===== config.mk =====
export PLATFORM = sky130hd
export DESIGN_NAME = muldiv_unit
export DESIGN_NICKNAME = d
export VERILOG_FILES = /design/src/rtl/muldiv_unit.sv
export SDC_FILE = /design/constraint.sdc
export NUM_CORES = 1
export LEC_CHECK = 0
export CAP_MARGIN = 5
export CORE_MARGIN = 2
export CORE_UTILIZATION = 28
export DETAILED_ROUTE_END_ITERATION = 16
export PLACE_DENSITY = 0.53
export RECOVER_POWER = 50
export SYNTH_ARGS = -nofsm -noshare
export SYNTH_HDL_FRONTEND = slang
export SYNTH_SLANG_ARGS = --single-unit

===== constraint.sdc =====
create_clock -name clk -period 5 [get_ports clk]
set_input_delay 1 -clock clk [delete_from_list [all_inputs] [get_ports clk]]
set_output_delay 1 -clock clk [all_outputs]
set_load 0.01 [all_outputs]

===== src/rtl/muldiv_unit.sv =====
// Multi-cycle multiply/divide sequencer owning the HI/LO registers.
// Shift-add multiply and restoring divide, one bit per cycle, plus MTHI/MTLO writes.
module muldiv_unit #(
  parameter int unsigned XLEN = 32
) (
  input  logic            clk,
  input  logic            rst,
  input  logic            start,
  input  logic [2:0]      op,
  input  logic [XLEN-1:0] a,
  input  logic [XLEN-1:0] b,
  output logic            busy,
  output logic            done,
  output logic            div_by_zero,
  output logic [XLEN-1:0] hi,
  output logic [XLEN-1:0] lo
);

  localparam int unsigned CW = $clog2(XLEN);

  typedef enum logic [1:0] {IDLE, CALC, FIN} state_t;

  state_t state, state_nxt;
  logic              load, step, finish;
  logic              is_div, sign_a, sign_b;
  logic [XLEN-1:0]   mag_a, mag_b;
  logic [2*XLEN-1:0] acc;
  logic [XLEN:0]     rem;
  logic [CW-1:0]     cnt;

  // Operand capture: signed ops take two's-complement magnitudes
  logic            op_signed, a_neg, b_neg;
  logic [XLEN-1:0] a_mag, b_mag;
  assign op_signed = (op == 3'd0) || (op == 3'd2);
  assign a_neg     = op_signed && a[XLEN-1];
  assign b_neg     = op_signed && b[XLEN-1];
  assign a_mag     = a_neg ? -a : a;
  assign b_mag     = b_neg ? -b : b;

  // Multiply step: conditional add of |a| into the upper half, then shift right
  logic [XLEN:0]     mul_sum;
  logic [2*XLEN-1:0] mul_nxt;
  assign mul_sum = {1'b0, acc[2*XLEN-1:XLEN]} + (acc[0] ? {1'b0, mag_a} : '0);
  assign mul_nxt = {mul_sum, acc[XLEN-1:1]};

  // Restoring divide step: quotient bits shift into acc[XLEN-1:0]
  logic [XLEN:0]   rem_sh, rem_nxt;
  logic [XLEN+1:0] div_diff;
  logic            div_ok;
  logic [XLEN-1:0] q_nxt;
  assign rem_sh   = {rem[XLEN-1:0], acc[XLEN-1]};
  assign div_diff = {1'b0, rem_sh} - {2'b00, mag_b};
  assign div_ok   = ~div_diff[XLEN+1];
  assign rem_nxt  = div_ok ? div_diff[XLEN:0] : rem_sh;
  assign q_nxt    = {acc[XLEN-2:0], div_ok};

  // Final sign fix-up
  logic              neg_res, b_zero;
  logic [2*XLEN-1:0] prod_fix;
  logic [XLEN-1:0]   quo_fix, rem_fix, a_orig;
  assign neg_res  = sign_a ^ sign_b;
  assign b_zero   = (mag_b == '0);
  assign prod_fix = neg_res ? -acc : acc;
  assign quo_fix  = neg_res ? -acc[XLEN-1:0] : acc[XLEN-1:0];
  assign rem_fix  = sign_a ? -rem[XLEN-1:0] : rem[XLEN-1:0];
  assign a_orig   = sign_a ? -mag_a : mag_a;

  always_ff @(posedge clk) begin
    if (rst) state <= IDLE;
    else     state <= state_nxt;
  end

  always_comb begin
    state_nxt = state;
    load      = 1'b0;
    step      = 1'b0;
    finish    = 1'b0;
    case (state)
      IDLE: if (start && (op <= 3'd3)) begin
        load      = 1'b1;
        state_nxt = CALC;
      end
      CALC: begin
        step = 1'b1;
        if (cnt == CW'(XLEN - 1)) state_nxt = FIN;
      end
      FIN: begin
        finish    = 1'b1;
        state_nxt = IDLE;
      end
      default: state_nxt = IDLE;
    endcase
  end

  always_ff @(posedge clk) begin
    if (rst) begin
      busy        <= 1'b0;
      done        <= 1'b0;
      div_by_zero <= 1'b0;
      hi          <= '0;
      lo          <= '0;
      is_div      <= 1'b0;
      sign_a      <= 1'b0;
      sign_b      <= 1'b0;
      mag_a       <= '0;
      mag_b       <= '0;
      acc         <= '0;
      rem         <= '0;
      cnt         <= '0;
    end else begin
      busy        <= (state_nxt != IDLE);
      done        <= finish;
      div_by_zero <= finish && is_div && b_zero;
      if (load) begin
        is_div <= op[1];
        sign_a <= a_neg;
        sign_b <= b_neg;
        mag_a  <= a_mag;
        mag_b  <= b_mag;
        acc    <= {XLEN'(0), (op[1] ? a_mag : b_mag)};
        rem    <= '0;
        cnt    <= '0;
      end
      if (step) begin
        cnt <= cnt + CW'(1);
        if (is_div) begin
          acc <= {acc[2*XLEN-1:XLEN], q_nxt};
          rem <= rem_nxt;
        end else begin
          acc <= mul_nxt;
        end
      end
      if (finish) begin
        if (!is_div) begin
          hi <= prod_fix[2*XLEN-1:XLEN];
          lo <= prod_fix[XLEN-1:0];
        end else if (b_zero) begin
          hi <= a_orig;
          lo <= '1;
        end else begin
          hi <= rem_fix;
          lo <= quo_fix;
        end
      end
      // Moves to HI/LO only land while idle
      if (state == IDLE && start && op == 3'd4) hi <= a;
      if (state == IDLE && start && op == 3'd5) lo <= a;
    end
  end

endmodule


Yosys cells after proc, flatten, opt, wreduce, memory -nomap -nowiden
Index checks and enable logic that the tools add are counted.

Register bits after elaboration: 238. Bits of input ports: 70. Output and inout bits: 67. Word-level logic and storage cells: 83.

Add/subtract/negate cells: 9. Magnitude comparators: 1. Equal/unequal tests: 7. Muxes and demuxes: 32. Bitwise gates (word level): 2. Reduce and logical (&&, ||, !) cells: 17.

Operators with widths (count): two-way mux 32 bit (15); two-way mux 64 bit (4); negator 32 bit (5); two-way mux 33 bit (4); negator 64 bit (1); subtractor 33 x 32 -> 34 bit (1); adder 32 x 32 -> 33 bit (1); logical NOT 32 bit (1); two-way mux 5 bit (2); logical AND 1 bit (8); nonzero test 2 bit (4); == test 3 bit (second input constant) (2); adder 5 x 1 -> 5 bit (second input constant) (1); == test 5 bit (second input constant) (1); two-way mux 1 bit (4); two-way mux 2 bit (2); one-hot mux 2 bit (2 select lines) (1); == test 3 x 2 -> 1 bit (second input constant) (1); <= comparator 3 x 2 -> 1 bit (second input constant) (1); logical NOT 3 bit (1); == test 2 x 1 -> 1 bit (second input constant) (1); == test 2 bit (second input constant) (1); logical NOT 2 bit (1); != test 2 bit (second input constant) (1); 4 further kinds (4).

Logic depth before layout (Yosys ltp)
Gate-level depths: netlist of the first run.

Depth after elaboration: 7. Gate-level depth with buffers: 16. Depth with buffers taken out: 15.

Worst setup path after synthesis of the first run
OpenSTA, ideal clock, no wires.

Kind: input port to flip-flop. Start: input b[11]. End: register acc[28]. Setup time: 137 ps. Arrival time: 3449 ps. Required time: 4863 ps. Setup slack: 1414 ps. Cell stages on the path: 9. Buffers on the path: 0. Path through: or4_4 or3_4 or4_4 or3_4 o21ai_2 xor2_1 nand2b_1 a311oi_1 a211oi_1.

Cells in the longest elaborated chain, start to end: 5.

Ends and longest elaborated chain: start: declaration (RTL line 11) `input logic [XLEN-1:0] b,`; negator 32 bit (RTL line 38) `assign b_mag = b_neg ? -b : b;`; two-way mux 32 bit (RTL line 38); two-way mux 32 bit (RTL line 120) `acc <= {XLEN'(0), (op[1] ? a_mag : b_mag)};`; two-way mux 64 bit (RTL line 114) `if (load) begin`; two-way mux 64 bit (RTL line 124) `if (step) begin`; end signal: assignment (RTL line 120); end signal: assignment (RTL line 127) `acc <= {acc[2*XLEN-1:XLEN], q_nxt};`; end signal: assignment (RTL line 130) `acc <= mul_nxt;`; end: declaration (RTL line 27) `logic [2*XLEN-1:0] acc;`.

No other way between the ends. The select of a mux whose other input is x is not followed. A chain may end at the register's enable or synchronous reset.

Final worst setup path of the first run
Start: input op[2]. End: register acc[0].

Cells in the longest elaborated chain, start to end: 7. Elaborated cells on any way between the ends: 15. Those cells by class: order compare: 1; eq/ne: 1; mux: 7; reduce/logical: 6.

Ends and longest elaborated chain: start: declaration (RTL line 9) `input logic [2:0] op,`; == test 3 x 2 -> 1 bit or logical NOT 3 bit (tied branches) (RTL line 34) `assign op_signed = (op == 3'd0) || (op == 3'd2);`; logical OR 1 bit (RTL line 34); logical AND 1 bit, on equally long branches (RTL line 36, 35); two-way mux 32 bit, on equally long branches (RTL line 38, 37); two-way mux 32 bit (RTL line 120); two-way mux 64 bit (RTL line 114); two-way mux 64 bit (RTL line 124).

Several ways; a longest one is shown, not always the timed one. The select of a mux whose other input is x is not followed.

==> impl_metrics.toml, run 1 <==
[floorplan]
start_util = 0.2821
die-width_um = 255.7
num_rows = 92
core_area_um2 = 62850
die_h_um = 255.7
die-area_um2 = 65360
pin_count = 137

[setup_path]
cp_top_family = "simple AND/OR/NAND/NOR gates"
r2r_cells = 5
slowest_stage = "nand2b_1"
crit_path_frequent_cell = "buf_4"
crit_buf_inv = 3
cp.arrival_ns = 4.91
r2r_setup_slack_ns = 0.63
rr_endpoint = "lo[24]$_SDFFE_PP0P_"
cp.required_ns = 5.42
slowest_delay_ns = 2.13
setup.worst_path.class = "primary input to flip-flop"
r2r_start = "mag_b[4]$_SDFFE_PP0P_"
path_max_fanout = 59
endpoint_kind = "flip-flop"
cp_cell_sequence = "dlygate4sd3_1 -> buf_4 -> nand2b_1 -> buf_4 -> nor2_1 -> a31oi_1 -> a21oi_1"
worst_setup_path_start_kind = "primary input"

[status]
status = "complete, but fails checks"
violations = "max-capacitance violations, max-slew violations"

[cts]
cts_setup_buffers = 0
htreeDepth = 1
cts_buffers = 30
clk_pin_slew_ns = 0.06
clock_path_buffers = 3
cts_tree = "yes"
clockRootBuffer = "clkbuf_16"
clock_sinks = 237
insertion_delay_ns = 0.59
cts_hold_buf = 0
cts_resized = 0

[power]
power.density_nw_per_um2 = 261.0
ir_worst_vdd_mv = 0.2483
total_power_uw = 5475
p_leak_uw = 0.008045

[synthesis]
synth_flop_cell = "dfxtp_1"
ys_ff_latch = 237
synth_cell_types = 74
synthArstFlopShare = 0
syn-num-nets = 2522
ys_seq_area_frac = 0.2676
synth.avg_cell_area_um2 = 7.454
ys_warn_count = 0
synth_edf_count = 0
syn_inst = 2379
netlist_area_um2 = 17730

[global_route]
grt_overflow = 0
gr-usage-all-layers = 0.2231
antenna_found_initial = 3
grt_first_pass_wirelength_um = 113100
grt_pass1_vias = 17540
grt_max_degree = 142

[sta]
tightest_slew_ns = 2.949
clock_skew_ns = 0.04352
final.setup.worst_slack_ns = 0.5103
period_minus_slack_ns = 4.490
period_share = 0.8979
tns_ns = 0
final-max-slew-violation-count = 173
relSlewSlack = -0.9659
holdWs_ns = 0.4738
setup_viol = 0
rsz0062_at_grt = "false"
hold_viol_final = 0
fmax_mhz = 222.7

[final_layout]
final_common_cell = "nor2_1"
insertedDiodeCount = 0
nets = 2578
final_cell_mix = "255 x nor2_1, 235 x nand2_1, 235 x dfxtp_1"
syn2layout_area_growth_pct = 18.28
fill_cells = 6711
drive_above_1_share = 0.05777

[placed_design]
dp_slack_ns = 0.6419
gp_congestion = 0.9878
dp_hpwl_um = 58130
portBuffers = 136

[route]
ant_nets = 0
wirelength_um = 76000
drc = 0
drt_first_iter_violations = 1692
drt_first_pass_iters = 5
viasPerCell = 5.680
wl_per_cell_um = 23.00
num_vias = 18770

[hold_path]
holdPathEnd = "cnt[4]$_SDFFE_PP0P_"
hold_depth = 2
hold_class = "flip-flop to flip-flop"
hold_start = "cnt[4]$_SDFFE_PP0P_"

[job]
drv_cap = 4
-- report_power, final --
| part | total, µW | internal [µW] | switching, µW |
|---|---|---|---|
| sequential | 2080 | 1960 | 119 |
| clock | 2280 | 1360 | 915 |
| combinational | 1120 | 403 | 716 |
-- synth_stat cells (7+ instances only) --
cell / instances / area [µm²]
a2111oi_0: 11 / 96.34
a211oi_1: 80 / 600.6
a21o_1: 28 / 210.2
a21oi_1: 213 / 1066
a221oi_1: 39 / 341.6
a22o_1: 17 / 148.9
a31oi_1: 32 / 200.2
a41oi_1: 11 / 96.34
and2_1: 39 / 244.0
and3_1: 18 / 112.6
buf_1: 13 / 48.80
clkbuf_1: 145 / 544.3
dfxtp_1: 237 / 4745
ha_1: 71 / 888.4
inv_1: 72 / 270.3
mux2i_1: 46 / 460.4
nand2_1: 235 / 882.1
nand2b_1: 26 / 162.7
nand3_1: 50 / 250.2
nand3b_1: 7 / 52.55
nand4_1: 10 / 62.56
nor2_1: 256 / 960.9
nor2b_1: 17 / 106.4
nor3_1: 51 / 255.2
nor3b_1: 7 / 52.55
nor4_1: 31 / 193.9
o211ai_1: 36 / 270.3
o21a_1: 8 / 60.06
o21ai_0: 164 / 820.8
o21bai_1: 8 / 60.06
o221ai_1: 8 / 70.07
o22ai_1: 13 / 81.33
o31ai_1: 26 / 195.2
o41ai_1: 12 / 105.1
or2_2: 8 / 50.05
or3_1: 30 / 187.7
or4_1: 16 / 120.1
xnor2_1: 111 / 972.2
xor2_1: 89 / 779.5
-- worst reg2reg max path: stages, from the launching register on --
cell and delay, ns:
dfxtp_1 0.31, nor4_1 0.38, nand4_1 0.25, nor2_1 1.75, a21oi_2 0.96, a221oi_1 0.63
-- logic make-up after synthesis --
kind of cell | share of synthesized area
AOI/OAI and AO/OA | 0.2731
xor gates and xnor gates | 0.09879
adders and majority gates | 0.05236
buffers and inverters | 0.05073
DFF | 0.2676
muxes | 0.03549
and+or+nand+nor | 0.2219
-- area by class of cell --
type	count	area [µm²]	share of cell area
clock buffer	45	918.4	0.04379
tap	846	1059	0.05047
sequential	237	4747	0.2263
timing repair buffer	188	1738	0.08287
multi-input combinational	1906	12140	0.5787
inverter	72	270.3	0.01289
clock inverter	10	103.9	0.004952
-- registers in the layout (all words and copies together) (netlist names) --
name / cells
acc: 64
busy: 1
cnt: 5
div_by_zero: 1
done: 1
hi: 32
is_div: 1
lo: 32
mag_a: 32
mag_b: 32
rem: 32
sign_a: 1
sign_b: 1
state: 2
-- per-stage QoR --
stage          area, µm²  instances  utilization
5_1_grt            20970       3304       0.3337
4_1_cts            21040       3304       0.3347
6_report           20970       3304       0.3337
3_5_place_dp       20020       3249       0.3185
2_1_floorplan      17730       2379            -
3_3_place_gp       20020       3249       0.3185
-- metal layers --
metal,up-vias,part of all wire,GRT usage
met2,799,0.44,0.3456
met4,2,0.030,0.06530
met1,9067,0.45,0.3110
met3,124,0.085,0.04575
met5,-,0.00021,0
li1,8775,-,-
-- how the worst max path moves through the flow --
| stage | startpoint | to | slack, ns | cells past startpoint |
|---|---|---|---|---|
| 2_1_floorplan | b[11] | acc[28]$_SDFFE_PP0P_ | 1.41 | 9 |
| 3_3_place_gp | b[11] | acc[22]$_SDFFE_PP0P_ | 0.62 | 9 |
| 3_5_place_dp | b[9] | acc[22]$_SDFFE_PP0P_ | 0.64 | 9 |
| 4_1_cts | acc[13]$_SDFFE_PP0P_ | hi[6]$_SDFFE_PP0P_ | 0.81 | 8 |
| 5_1_grt | op[2] | rem[9]$_SDFF_PP0_ | 0.33 | 8 |
| 6_report | op[2] | acc[0]$_SDFFE_PP0P_ | 0.51 | 7 |
(Power assumes the default switching activity.)
==> inputs of run 2 (changes only) <==
Settings changed: CORE_UTILIZATION 28 to 55, PLACE_DENSITY 0.53 to 0.85.
Clock period 5 ns to 5.14 ns, I/O delays scaled along.
==> run 2 against run 1 <==
  * The run still ends with max-capacitance violations, max-slew violations left
  * Sequential share of layout area grew 0.90 points
  * Count of clock-buffer cells in the layout shrank 4
  * Non-clock buffer count shrank 22
  * Register-to-register slack gained 0.49 ns
  * Via count grew 1.8%
  * Combinational power shrank 6%
  * Worst hold slack gained 0.0088 ns
  * Worst setup slack gained 0.13 ns
  * Global-route usage grew 17 points
  * Largest power group is now sequential cells
==> impl_metrics.toml, run 2 (synthesis results as in run 1) <==
[status]
status = "complete, but fails checks"
violations = "max-capacitance violations, max-slew violations"

[global_route]
grt_first_pass_wirelength_um = 101500
antenna_found_initial = 3
grt_max_degree = 155
grt_overflow = 0
gr-usage-all-layers = 0.3884
grt_pass1_vias = 17400

[floorplan]
core_area_um2 = 31640
pin_count = 137
die-width_um = 183.6
die_h_um = 183.6
die-area_um2 = 33690
start_util = 0.5605
num_rows = 65

[sta]
fmax_mhz = 222.5
rsz0062_at_grt = "false"
period_share = 0.8746
tns_ns = 0
setup_viol = 0
period_minus_slack_ns = 4.495
final-max-slew-violation-count = 95
tightest_slew_ns = 2.663
clock_skew_ns = 0.01580
relSlewSlack = -0.7751
hold_viol_final = 0

[setup_path]
path_max_fanout = 46
worst_setup_path_start_kind = "primary input"
r2r_cells = 9
r2r_setup_slack_ns = 1.12
rr_endpoint = "hi[6]$_SDFFE_PP0P_"
cp.arrival_ns = 5.01
cp.required_ns = 5.65
endpoint_kind = "flip-flop"
crit_end = "rem[31]$_SDFF_PP0_"
setup.worst_path.class = "primary input to flip-flop"
r2r_start = "acc[0]$_SDFFE_PP0P_"
cp-startpoint = "op[2]"

[final_layout]
fill_cells = 2811
multi_input_area_um2 = 12140
nets = 2554
final_core_util = 0.6377
syn2layout_area_growth_pct = 13.77
final_cells = 2835
area.sequential_um2 = 4747
final_cell_mix = "254 x nor2_1, 235 x nand2_1, 235 x dfxtp_1"
final_common_cell = "nor2_1"
regMostFlops = "acc"
drive_above_1_share = 0.04731
largest_register_ff_count = 64

[cts]
clk_pin_slew_ns = 0.06
clock_path_buffers = 3
cts_resized = 0
clock_sinks = 237
insertion_delay_ns = 0.58
clockRootBuffer = "clkbuf_16"
cts_hold_buf = 0
cts_tree = "yes"
cts_buffers = 28
htreeDepth = 1
cts_setup_buffers = 0

[hold_path]
hold_class = "flip-flop to flip-flop"

[route]
wl_per_cell_um = 23.94
drt_first_pass_iters = 6
wirelength_um = 67860
viasPerCell = 6.738
ant_nets = 0
num_vias = 19100
drt_first_iter_violations = 2557
drc = 0

[power]
p_leak_uw = 0.007867
power.density_nw_per_um2 = 251.7
ir_worst_vdd_mv = 0.3168

[placed_design]
portBuffers = 136
gp_congestion = 1.051
place_inst = 2781
dp_hpwl_um = 50770

[job]
drv_cap = 2
==> run 2: final cells by class <==
cell class	count	area share
repair buffers	166	0.07914
clock inverters	9	0.005272
clock buffers	41	0.04013
flip-flops and latches	237	0.2353
diodes	2	0.0002481
multi-input cells	1906	0.6016
inverters	72	0.01340
well taps	402	0.02493
==> run 2: worst min path at each step <==
stage | startpoint | end | slack (ns) | depth (start not counted)
6_report | cnt[4]$_SDFFE_PP0P_ | cnt[4]$_SDFFE_PP0P_ | 0.48 | 2
5_1_grt | is_div$_SDFFE_PP0P_ | is_div$_SDFFE_PP0P_ | 0.50 | 2
4_1_cts | cnt[4]$_SDFFE_PP0P_ | cnt[4]$_SDFFE_PP0P_ | 0.48 | 2
3_5_place_dp | mag_a[0]$_SDFFE_PP0P_ | mag_a[0]$_SDFFE_PP0P_ | 0.48 | 2
3_3_place_gp | cnt[4]$_SDFFE_PP0P_ | cnt[4]$_SDFFE_PP0P_ | 0.46 | 2
2_1_floorplan | mag_a[0]$_SDFFE_PP0P_ | mag_a[0]$_SDFFE_PP0P_ | 0.45 | 2
==> run 2: critical path: stages <==
cell and delay [ns]:
dlygate4sd3_1 0.70, nand2b_1 1.63, clkbuf_1 0.99, a21oi_1 0.19, a211o_1 0.32, nor2_1 0.08
==> run 2: metrics by stage <==
stage | setup slack, ns | instance area (µm²) | total power (µW) | hold slack [ns]
after floorplan | 1.526 | 17730 | 2681 | 0.4462
after CTS | 1.365 | 20180 | 5042 | 0.4849
after detailed placement | 0.8420 | 19260 | 3077 | 0.4753
after global placement | 0.8990 | 19260 | 3060 | 0.4599
final | 0.6446 | 20170 | 5077 | 0.4826
after global routing | 0.5627 | 20170 | 5230 | 0.5015
==> run 2: power by group <==
group,internal (µW),leakage (µW),switching (µW),total (µW)
Sequential,1910,0.00193,125,2030
Clock,1140,0.000438,853,2000
Combinational,380,0.00550,669,1050
Total,3430,0.00787,1650,5080
==> run 2: metal layers <==
metal,GRT usage,vias up,wire length [µm]
li1,-,8726,-
met1,0.5123,8938,26740
met2,0.6113,1218,29810
met3,0.07429,217,7672
met4,0.1846,2,3638
met5,0,-,8
